<file path="src/rtl/alu_pkg.sv">
// Shared definitions for the ALU command driver: opcodes, FSM encoding and
// the command payload carried through the FIFO.
package alu_pkg;

  localparam int unsigned OPW_DEFAULT = 16;
  localparam int unsigned OPCODE_W    = 2;

  localparam logic [OPCODE_W-1:0] OP_ADD = 2'b00;
  localparam logic [OPCODE_W-1:0] OP_MUL = 2'b01;
  localparam logic [OPCODE_W-1:0] OP_DIV = 2'b10;
  localparam logic [OPCODE_W-1:0] OP_CMP = 2'b11;

  typedef enum logic [1:0] {
    S_IDLE  = 2'd0,
    S_ISSUE = 2'd1,
    S_WAIT  = 2'd2,
    S_RESP  = 2'd3
  } state_t;

  // Field order matches the packing used on the FIFO data path.
  typedef struct packed {
    logic [OPW_DEFAULT-1:0] opA;
    logic [OPW_DEFAULT-1:0] opB;
    logic [OPCODE_W-1:0]    opcode;
  } cmd_t;

  localparam int unsigned CMD_W_DEFAULT = $bits(cmd_t);

endpackage

</file>
<file path="src/rtl/cmd_fifo.sv">
// Synchronous command FIFO with async active-low reset. Read data is the
// current head; pointers carry an extra wrap bit to separate full from empty.
module cmd_fifo #(
  parameter int unsigned DEPTH = 4,
  parameter int unsigned W     = 34
) (
  input  logic         clk,
  input  logic         nrst,
  input  logic         push,
  input  logic [W-1:0] wdata,
  input  logic         pop,
  output logic [W-1:0] rdata,
  output logic         full,
  output logic         empty
);

  localparam int unsigned AW = $clog2(DEPTH);
  localparam int unsigned PW = AW + 1;

  logic [PW-1:0] wr_q;
  logic [PW-1:0] rd_q;
  logic [PW-1:0] wr_nxt;
  logic [PW-1:0] rd_nxt;
  logic [W-1:0]  mem [DEPTH];
  logic          do_push;
  logic          do_pop;

  assign do_push = push && !full;
  assign do_pop  = pop && !empty;
  assign wr_nxt  = wr_q + PW'(do_push);
  assign rd_nxt  = rd_q + PW'(do_pop);

  // Flags are registered from the next pointer values so they track the pointers exactly.
  always_ff @(posedge clk or negedge nrst) begin
    if (!nrst) begin
      wr_q  <= '0;
      rd_q  <= '0;
      full  <= 1'b0;
      empty <= 1'b1;
    end else begin
      wr_q  <= wr_nxt;
      rd_q  <= rd_nxt;
      full  <= (wr_nxt[AW-1:0] == rd_nxt[AW-1:0]) && (wr_nxt[AW] != rd_nxt[AW]);
      empty <= (wr_nxt == rd_nxt);
    end
  end

  always_ff @(posedge clk) begin
    if (do_push) begin
      mem[wr_q[AW-1:0]] <= wdata;
    end
  end

  assign rdata = mem[rd_q[AW-1:0]];

endmodule

</file>
<file path="src/rtl/alu_cmd_driver.sv">
// Handshake-driven master for the sequential ALU: FIFO-buffered commands are
// issued one at a time, results returned on a valid/ready response port.
// Optional statistics counters: define ALU_CMD_DRIVER_STATS_EN.
module alu_cmd_driver
  import alu_pkg::*;
#(
  parameter int unsigned DEPTH   = 4,
  parameter int unsigned TIMEOUT = 63,
  parameter int unsigned OPW     = OPW_DEFAULT
) (
  input  logic                clk,
  input  logic                nrst,
  input  logic                cmd_valid,
  output logic                cmd_ready,
  input  logic [OPW-1:0]      cmd_opA,
  input  logic [OPW-1:0]      cmd_opB,
  input  logic [OPCODE_W-1:0] cmd_opcode,
  output logic [OPW-1:0]      alu_opA,
  output logic [OPW-1:0]      alu_opB,
  output logic [OPCODE_W-1:0] alu_opcode,
  output logic                alu_en,
  input  logic [2*OPW-1:0]    alu_res,
  input  logic                alu_done,
  output logic                rsp_valid,
  input  logic                rsp_ready,
  output logic [2*OPW-1:0]    rsp_res,
  output logic [OPCODE_W-1:0] rsp_opcode,
  output logic                rsp_err,
  output logic                busy
`ifdef ALU_CMD_DRIVER_STATS_EN
  ,
  output logic [15:0]         stat_ops,
  output logic [7:0]          stat_timeouts
`endif
);

  localparam int unsigned RESW = 2 * OPW;
  localparam int unsigned CMDW = 2 * OPW + OPCODE_W;
  localparam int unsigned CNTW = $clog2(TIMEOUT + 1);

  state_t              state_q;
  state_t              state_nxt;
  logic [CNTW-1:0]     cnt_q;
  logic [CNTW-1:0]     cnt_d;
  logic                timeout_hit;

  logic [CMDW-1:0]     fifo_wdata;
  logic [CMDW-1:0]     fifo_rdata;
  logic                fifo_push;
  logic                fifo_pop;
  logic                fifo_full;
  logic                fifo_empty;

  logic [OPW-1:0]      alu_opA_d;
  logic [OPW-1:0]      alu_opB_d;
  logic [OPCODE_W-1:0] alu_opcode_d;
  logic                alu_en_d;
  logic                rsp_valid_d;
  logic [RESW-1:0]     rsp_res_d;
  logic [OPCODE_W-1:0] rsp_opcode_d;
  logic                rsp_err_d;

  assign fifo_wdata = {cmd_opA, cmd_opB, cmd_opcode};
  assign fifo_push  = cmd_valid && cmd_ready;
  assign cmd_ready  = ~fifo_full;
  assign busy       = (state_q != S_IDLE) || !fifo_empty;

  cmd_fifo #(
    .DEPTH (DEPTH),
    .W     (CMDW)
  ) u_cmd_fifo (
    .clk   (clk),
    .nrst  (nrst),
    .push  (fifo_push),
    .wdata (fifo_wdata),
    .pop   (fifo_pop),
    .rdata (fifo_rdata),
    .full  (fifo_full),
    .empty (fifo_empty)
  );

  // Counter value one short of TIMEOUT: the next idle WAIT cycle aborts.
  assign timeout_hit = (cnt_q == CNTW'(TIMEOUT - 1));

  // State and output registers.
  always_ff @(posedge clk or negedge nrst) begin
    if (!nrst) begin
      state_q    <= S_IDLE;
      cnt_q      <= '0;
      alu_opA    <= '0;
      alu_opB    <= '0;
      alu_opcode <= '0;
      alu_en     <= 1'b0;
      rsp_valid  <= 1'b0;
      rsp_res    <= '0;
      rsp_opcode <= '0;
      rsp_err    <= 1'b0;
    end else begin
      state_q    <= state_nxt;
      cnt_q      <= cnt_d;
      alu_opA    <= alu_opA_d;
      alu_opB    <= alu_opB_d;
      alu_opcode <= alu_opcode_d;
      alu_en     <= alu_en_d;
      rsp_valid  <= rsp_valid_d;
      rsp_res    <= rsp_res_d;
      rsp_opcode <= rsp_opcode_d;
      rsp_err    <= rsp_err_d;
    end
  end

  // Next-state logic. WAIT is only entered after the en cycle, so a done
  // coincident with en is never seen.
  always_comb begin
    state_nxt = state_q;
    case (state_q)
      S_IDLE:  if (!fifo_empty) state_nxt = S_ISSUE;
      S_ISSUE: state_nxt = S_WAIT;
      S_WAIT:  if (alu_done || timeout_hit) state_nxt = S_RESP;
      S_RESP:  if (rsp_ready) state_nxt = S_IDLE;
      default: state_nxt = S_IDLE;
    endcase
  end

  // Output logic; operands are only reloaded on a pop so they stay stable
  // from ISSUE until the response is accepted.
  always_comb begin
    fifo_pop     = 1'b0;
    cnt_d        = cnt_q;
    alu_opA_d    = alu_opA;
    alu_opB_d    = alu_opB;
    alu_opcode_d = alu_opcode;
    alu_en_d     = 1'b0;
    rsp_valid_d  = rsp_valid;
    rsp_res_d    = rsp_res;
    rsp_opcode_d = rsp_opcode;
    rsp_err_d    = rsp_err;
    case (state_q)
      S_IDLE: begin
        if (!fifo_empty) begin
          fifo_pop = 1'b1;
          {alu_opA_d, alu_opB_d, alu_opcode_d} = fifo_rdata;
          alu_en_d = 1'b1;
        end
      end
      S_ISSUE: begin
        cnt_d = '0;
      end
      S_WAIT: begin
        if (alu_done) begin
          rsp_valid_d  = 1'b1;
          rsp_res_d    = alu_res;
          rsp_err_d    = 1'b0;
          rsp_opcode_d = alu_opcode;
        end else if (timeout_hit) begin
          rsp_valid_d  = 1'b1;
          rsp_res_d    = '0;
          rsp_err_d    = 1'b1;
          rsp_opcode_d = alu_opcode;
        end else begin
          cnt_d = cnt_q + CNTW'(1);
        end
      end
      S_RESP: begin
        if (rsp_ready) rsp_valid_d = 1'b0;
      end
      default: begin
      end
    endcase
  end

`ifdef ALU_CMD_DRIVER_STATS_EN
  logic rsp_fire;
  assign rsp_fire = rsp_valid && rsp_ready;

  // Saturating completion and timeout counters.
  always_ff @(posedge clk or negedge nrst) begin
    if (!nrst) begin
      stat_ops      <= '0;
      stat_timeouts <= '0;
    end else if (rsp_fire) begin
      if (stat_ops != '1) stat_ops <= stat_ops + 16'(1);
      if (rsp_err && (stat_timeouts != '1)) stat_timeouts <= stat_timeouts + 8'(1);
    end
  end
`endif

endmodule

</file>
<file path="config.mk">
export PLATFORM = sky130hd
export DESIGN_NAME = alu_cmd_driver
export DESIGN_NICKNAME = d
export VERILOG_FILES = /design/src/rtl/alu_pkg.sv /design/src/rtl/cmd_fifo.sv /design/src/rtl/alu_cmd_driver.sv
export SDC_FILE = /design/constraint.sdc
export NUM_CORES = 1
export LEC_CHECK = 0
export ABC_CLOCK_PERIOD_IN_PS = 5080
export CORE_UTILIZATION = 40
export CTS_CLUSTER_DIAMETER = 120
export DETAILED_ROUTE_END_ITERATION = 12
export DONT_BUFFER_PORTS = 1
export GPL_TIMING_DRIVEN = 1
export PLACE_DENSITY = 0.62
export SLEW_MARGIN = 5
export SYNTH_ARGS = -nofsm -noshare
export SYNTH_HDL_FRONTEND = slang
export SYNTH_SLANG_ARGS = --single-unit
</file>
<file path="constraint.sdc">
create_clock -name clk -period 5.08 [get_ports clk]
set_input_delay 0.508 -clock clk [delete_from_list [all_inputs] [get_ports clk]]
set_output_delay 0.508 -clock clk [all_outputs]
set_load 0.03 [all_outputs]
</file>
# After elaboration in Yosys (flattened, before gate mapping)
# Memory sizes are Yosys's and may differ from the RTL's. A register that Yosys moved wholly into a read port is not among the register bits.
# Index checks and enable logic that the tools add are counted.
dict set report op_classes {
  add_sub_neg 3
  eq_ne 13
  n_mux 20
  n_bitwise 2
  reduce_logical 19
}
# cell n
set op_table {}
lappend op_table {{$mux 32} 2}
lappend op_table {{$mux 6} 2}
lappend op_table {{$pmux 6 s2} 1}
lappend op_table {{$mux 2} 5}
lappend op_table {{$ne 2x2->1 const B} 5}
lappend op_table {{$reduce_and 3->1} 3}
lappend op_table {{$mux 1} 8}
lappend op_table {{$pmux 2 s4} 1}
lappend op_table {{$reduce_bool 2->1} 4}
lappend op_table {{$add 3x1->3} 2}
lappend op_table {{$add 6x1->6 const B} 1}
lappend op_table {{$eq 6x6->1 const B} 1}
lappend op_table {{$eq 2x2->1 const B} 2}
lappend op_table {{$logic_and 1x1->1} 4}
lappend op_table {{$reduce_and 2->1} 2}
lappend op_table {{$eq 3x3->1} 1}
lappend op_table {{$logic_not 1->1} 3}
lappend op_table {{$ne 3x3->1 const B} 1}
lappend op_table {{$eq 2x1->1 const B} 1}
lappend op_table {{$eq 2x2->1} 1}
lappend op_table {{$logic_not 2->1} 1}
lappend op_table {{$logic_or 1x1->1} 2}
lappend op_table {{$not 1->1} 2}
lappend op_table {{$pmux 1 s2} 1}
lappend op_table {{$ne 1x1->1} 1}
dict set report totals {
  regBits 53
  ramBits 136
  in_bits 71
  output_inout_bits 73
  elab_cells 69
  mem_count 1
}
# memory depth width read_ports rd_clocked_by_memory_dff write_ports line
set mem_list {}
lappend mem_list {u_cmd_fifo.mem 4 34 1 1 1 cmd_fifo.sv:24} ;# logic [W-1:0] mem [DEPTH];

# Longest topological paths before layout
dict set report logic_depth {
  word_depth 6
  mapped_depth 10
}

# Modules after synthesis
# A second synthesis with hierarchy kept.
dict set report hier_totals {
  hier_cells 496
  hier_area_um2 8653.3
}
# module n_inst cells_each area_each_um2 seq_area_each_um2
set modules_own_cells {}
lappend modules_own_cells {cmd_fifo 1 206 5310.1 4285.4}
lappend modules_own_cells {alu_cmd_driver 1 290 3343.2 1976.9}

# Least setup slack after synthesis
# No wires, ideal clock.
dict set report synth_timing {
  path_type {input -> register}
  from {input port cmd_valid}
  to {memory u_cmd_fifo.mem[0][0], enable pin}
  setup_time_ps 475
  arrival_ps 3313
  slack_ps 1292
  cell_stages 2
  path_buffers 0
  path_cell_list {nor2b_1 > nor3b_1}
}
dict set report synth_between {
  elab_chain_len 4
}
# item line
set synth_rtl {}
lappend synth_rtl {{start, declared} alu_cmd_driver.sv:13} ;# input logic cmd_valid,
lappend synth_rtl {{$logic_and 1x1->1} alu_cmd_driver.sv:64} ;# assign fifo_push = cmd_valid && cmd_ready;
lappend synth_rtl {{$logic_and 1x1->1} cmd_fifo.sv:28} ;# assign do_push = push && !full;
lappend synth_rtl {{$mux 1} cmd_fifo.sv:49} ;# if (do_push) begin
lappend synth_rtl {{$mux 1 (not written as such)} cmd_fifo.sv:50} ;# mem[wr_q[AW-1:0]] <= wdata;
lappend synth_rtl {{end, declared} cmd_fifo.sv:24}
# Every way passes these cells.

# Final worst setup path
dict set report layout_timing {
  from {register state_q[0]}
  to {register u_cmd_fifo.empty}
}
dict set report layout_between {
  elab_chain_len 5
}
# item line
set layout_rtl {}
lappend layout_rtl {{start, declared} alu_cmd_driver.sv:41} ;# state_t state_q;
lappend layout_rtl {{start signal, assigned} alu_cmd_driver.sv:99} ;# state_q <= state_nxt;
lappend layout_rtl {{$logic_not 2->1} alu_cmd_driver.sv:138} ;# case (state_q)
lappend layout_rtl {{$mux 1} alu_cmd_driver.sv:138}
lappend layout_rtl {{$logic_and 1x1->1} cmd_fifo.sv:29} ;# assign do_pop = pop && !empty;
lappend layout_rtl {{$add 3x1->3} cmd_fifo.sv:31} ;# assign rd_nxt = rd_q + PW'(do_pop);
lappend layout_rtl {{$eq 3x3->1} cmd_fifo.sv:44} ;# empty <= (wr_nxt == rd_nxt);
lappend layout_rtl {{end signal, assigned} cmd_fifo.sv:44}
lappend layout_rtl {{end, declared} cmd_fifo.sv:14} ;# output logic empty
# Every way passes these cells.
# A chain may end at the register's enable or synchronous reset.

==> impl_metrics.yaml <==
run_status:
  status: "finished clean"
grt:
  grt_pass1_vias: 4275
  antenna_found_initial: 0
  grt_pass1_wl_um: 24200
  grt_remaining_overflow: 0
  track_usage_pct: 14.54
  grt_max_degree: 88
sta:
  slew_violations: 0
  fin_tns_setup_ns: 0
  finalHoldViolations: 0
  finalClockSkew_ns: 0.01872
  rsz0062_at_grt: "false"
  setup-violations-final: 0
  worst_pin_slew_ns: 1.060
  fin_crit_ns: 2.468
  finalCritPeriodShare_pct: 48.59
  relSlewSlack_pct: 29.32
  clock.fmax_mhz: 405.1
yosys:
  avgSynthCellArea_sq_um: 20.31
  synthTopCellsByArea: "edfxtp_1 (48%), dfrtp_1 (25%), mux4_2 (8.7%)"
  synthArstFlopShare_pct: 39.01
  synth-seq-cells: 223
  synth_nets: 503
  netlist_instances: 421
  netlist-cell-type-count: 39
  synth_area_leader_cell: "edfxtp_1"
  netlist_top_cells_count: "edfxtp_1 (136), dfrtp_1 (86), a22o_1 (33), mux4_2 (33), mux2_4 (32)"
  syn-cell-area_sq_um: 8552
  synth_edf_count: 136
  yosysSeqAreaShare_pct: 73.23
  synth_most_common_cell: "edfxtp_1"
  yosysTopAreaCellShare_pct: 47.75
  yosysWarnings: 0
  ys.flop_type: "edfxtp_1"
power_and_ir_drop:
  p_leak_nw: 3.632
  ir_drop_mv: 0.4028
  p_per_area_nw_per_um2: 694.2
detailed_routing:
  wl_um: 15670
  avgViaCountPerCell: 5.334
  drtPass1Iterations: 4
  post_drt_wl_per_cell_um: 21.61
  drtIter0Drc: 147
  num_vias: 3867
  ant_nets: 0
  drc: 0
floorplanning:
  die_width_um: 148.2
  die_area_sq_um: 21970
  io_pins: 144
  initial_core_util_pct: 40.68
  core_sq_um: 21020
  rows: 53
  dieHeight_um: 148.2
flow_run:
  maxCapViolCount: 0
setup_path:
  crit_family: "simple AND/OR/NAND/NOR gates"
  crit_arrival_ns: 2.90
  reg2reg_slack_ns: 2.61
  path_buf_inv: 1
  critical_path.slowest_cell: "nor2b_4"
  critPathLaunchType: "flop"
  crit_type: "reg2reg"
  cpPeakStageDelay_ns: 0.67
  worstPathRequired_ns: 5.51
  endpoint_kind: "flop"
  path_common_cell: "ha_1"
  crit_fanout: 17
  cp_cell_sequence: "inv_1, ha_1, nor2b_4, ha_1, ha_1, xnor2_1, xor2_1, nor2b_1"
clock_tree:
  tritoncts: "done"
  insertion_delay_ns: 0.52
  cts_max_level: 1
  clk_pin_slew_ns: 0.06
  cts-root-buf: "clkbuf_16"
  cts_buffers: 24
  cts_max_path_buffers: 3
  cts_sinks: 223
cells_and_area:
  instances_no_fill: 725
  antennaDiodeCount: 0
  fin_util_pct: 45.88
  area_delta_synth_final_pct: 12.77
  drive_gt1_share_pct: 28.44
  finalNetCount: 515
place:
  globalplace.congestion: 0.7053
  dp.cells: 680
  dp_hpwl_um: 9325
  port_buffers: 0
worst_hold_path:
  hold_class: "in2reg"
[per-stage QoR]
stage	instance area [sq um]	total power [mW]	setup WS, ns	hold WS, ns
after CTS	9644	6.811	2.513	0.04737
after floorplan	8552	4.672	1.292	0.2124
after global routing	9644	7.039	2.411	0.04998
after global placement	8791	4.939	2.489	0.2147
final	9644	6.695	2.612	0.08038
after detailed placement	8791	5.007	2.442	0.2145
[final timing paths]
check                                         from               endpoint  depth (start not counted)
max in group asynchronous                     nrst       u_cmd_fifo.empty                          2
min in group asynchronous                     nrst             alu_opA[6]                          2
worst min register to register  u_cmd_fifo.wr_q[2]     u_cmd_fifo.wr_q[2]                          1
worst max register to register          state_q[0]       u_cmd_fifo.empty                          8
worst max-delay path                    state_q[0]       u_cmd_fifo.empty                          8
worst min-delay path                   cmd_opB[11]  u_cmd_fifo.mem[2][13]                          0
[layout make-up]
cell class / instances / area, sq um
fillers: 1757 / 11380
flip-flops and latches: 223 / 6265
multi-input cells: 170 / 2118
clock buffers: 33 / 694.4
well taps: 275 / 344.1
clock inverters: 10 / 121.4
repair buffers: 7 / 75.07
inverters: 7 / 26.28
[repair_timing]
item | in CTS | in global routing
hold buffers | 2 | 0
hold endpoints to repair | 87 | 0
buffers inserted | 0 | 0
endpoints found under the setup margin | 0 | 0
resized for setup | 0 | 0
[per-layer routing]
layer  vias to the layer above  part of all wire, %  wire [um]  global-route usage [%]
li1                       1682                    -          -                       -
met1                      1972                   38       5941                   16.38
met2                       183                   49       7624                   25.16
met3                        30                   11       1703                   5.736
met4                         0                  2.5        399                   4.742
met5                         -                    0          0                       0
[layout by cell type (no fill, tap or decap), drive strengths merged, types with 2 or more instances in the layout]
master / count
clkinv: 6
edfxtp: 136
dfrtp: 86
nand2: 7
and4: 3
a22o: 33
mux2: 38
mux4: 34
xor2: 2
nor3: 2
and2: 2
nor2b: 5
nor2: 7
ha: 11
clkbuf: 33
buf: 6
a21oi: 5
inv: 8
xnor2: 4
a31oi: 4
bufinv: 2
[registers in the layout, indices dropped and copies added (netlist names)]
signal	count
alu_en	1
alu_opA	16
alu_opB	16
alu_opcode	2
cnt_q	6
rsp_err	1
rsp_opcode	2
rsp_res	32
rsp_valid	1
state_q	2
u_cmd_fifo.empty	1
u_cmd_fifo.full	1
u_cmd_fifo.mem	136
u_cmd_fifo.rd_q	3
u_cmd_fifo.wr_q	3
[power by group]
part           total, mW  switching (mW)  internal [mW]
logic               1.54           0.669          0.867
registers           3.41           0.923           2.49
clock network       1.75           0.689           1.06
[cells by family (layout without fill, tap and decap cells)]
group / after synthesis / count (layout) / share of synthesized area, %
compound gates: 48 / 48 / 4.521
xor+xnor: 6 / 6 / 0.6145
fa+ha+maj: 11 / 11 / 1.609
buf+inv: 28 / 57 / 2.341
flops: 223 / 223 / 73.23
mux: 73 / 73 / 15.52
simple gates: 32 / 32 / 2.165
Power figures use the tool's default switching activity.
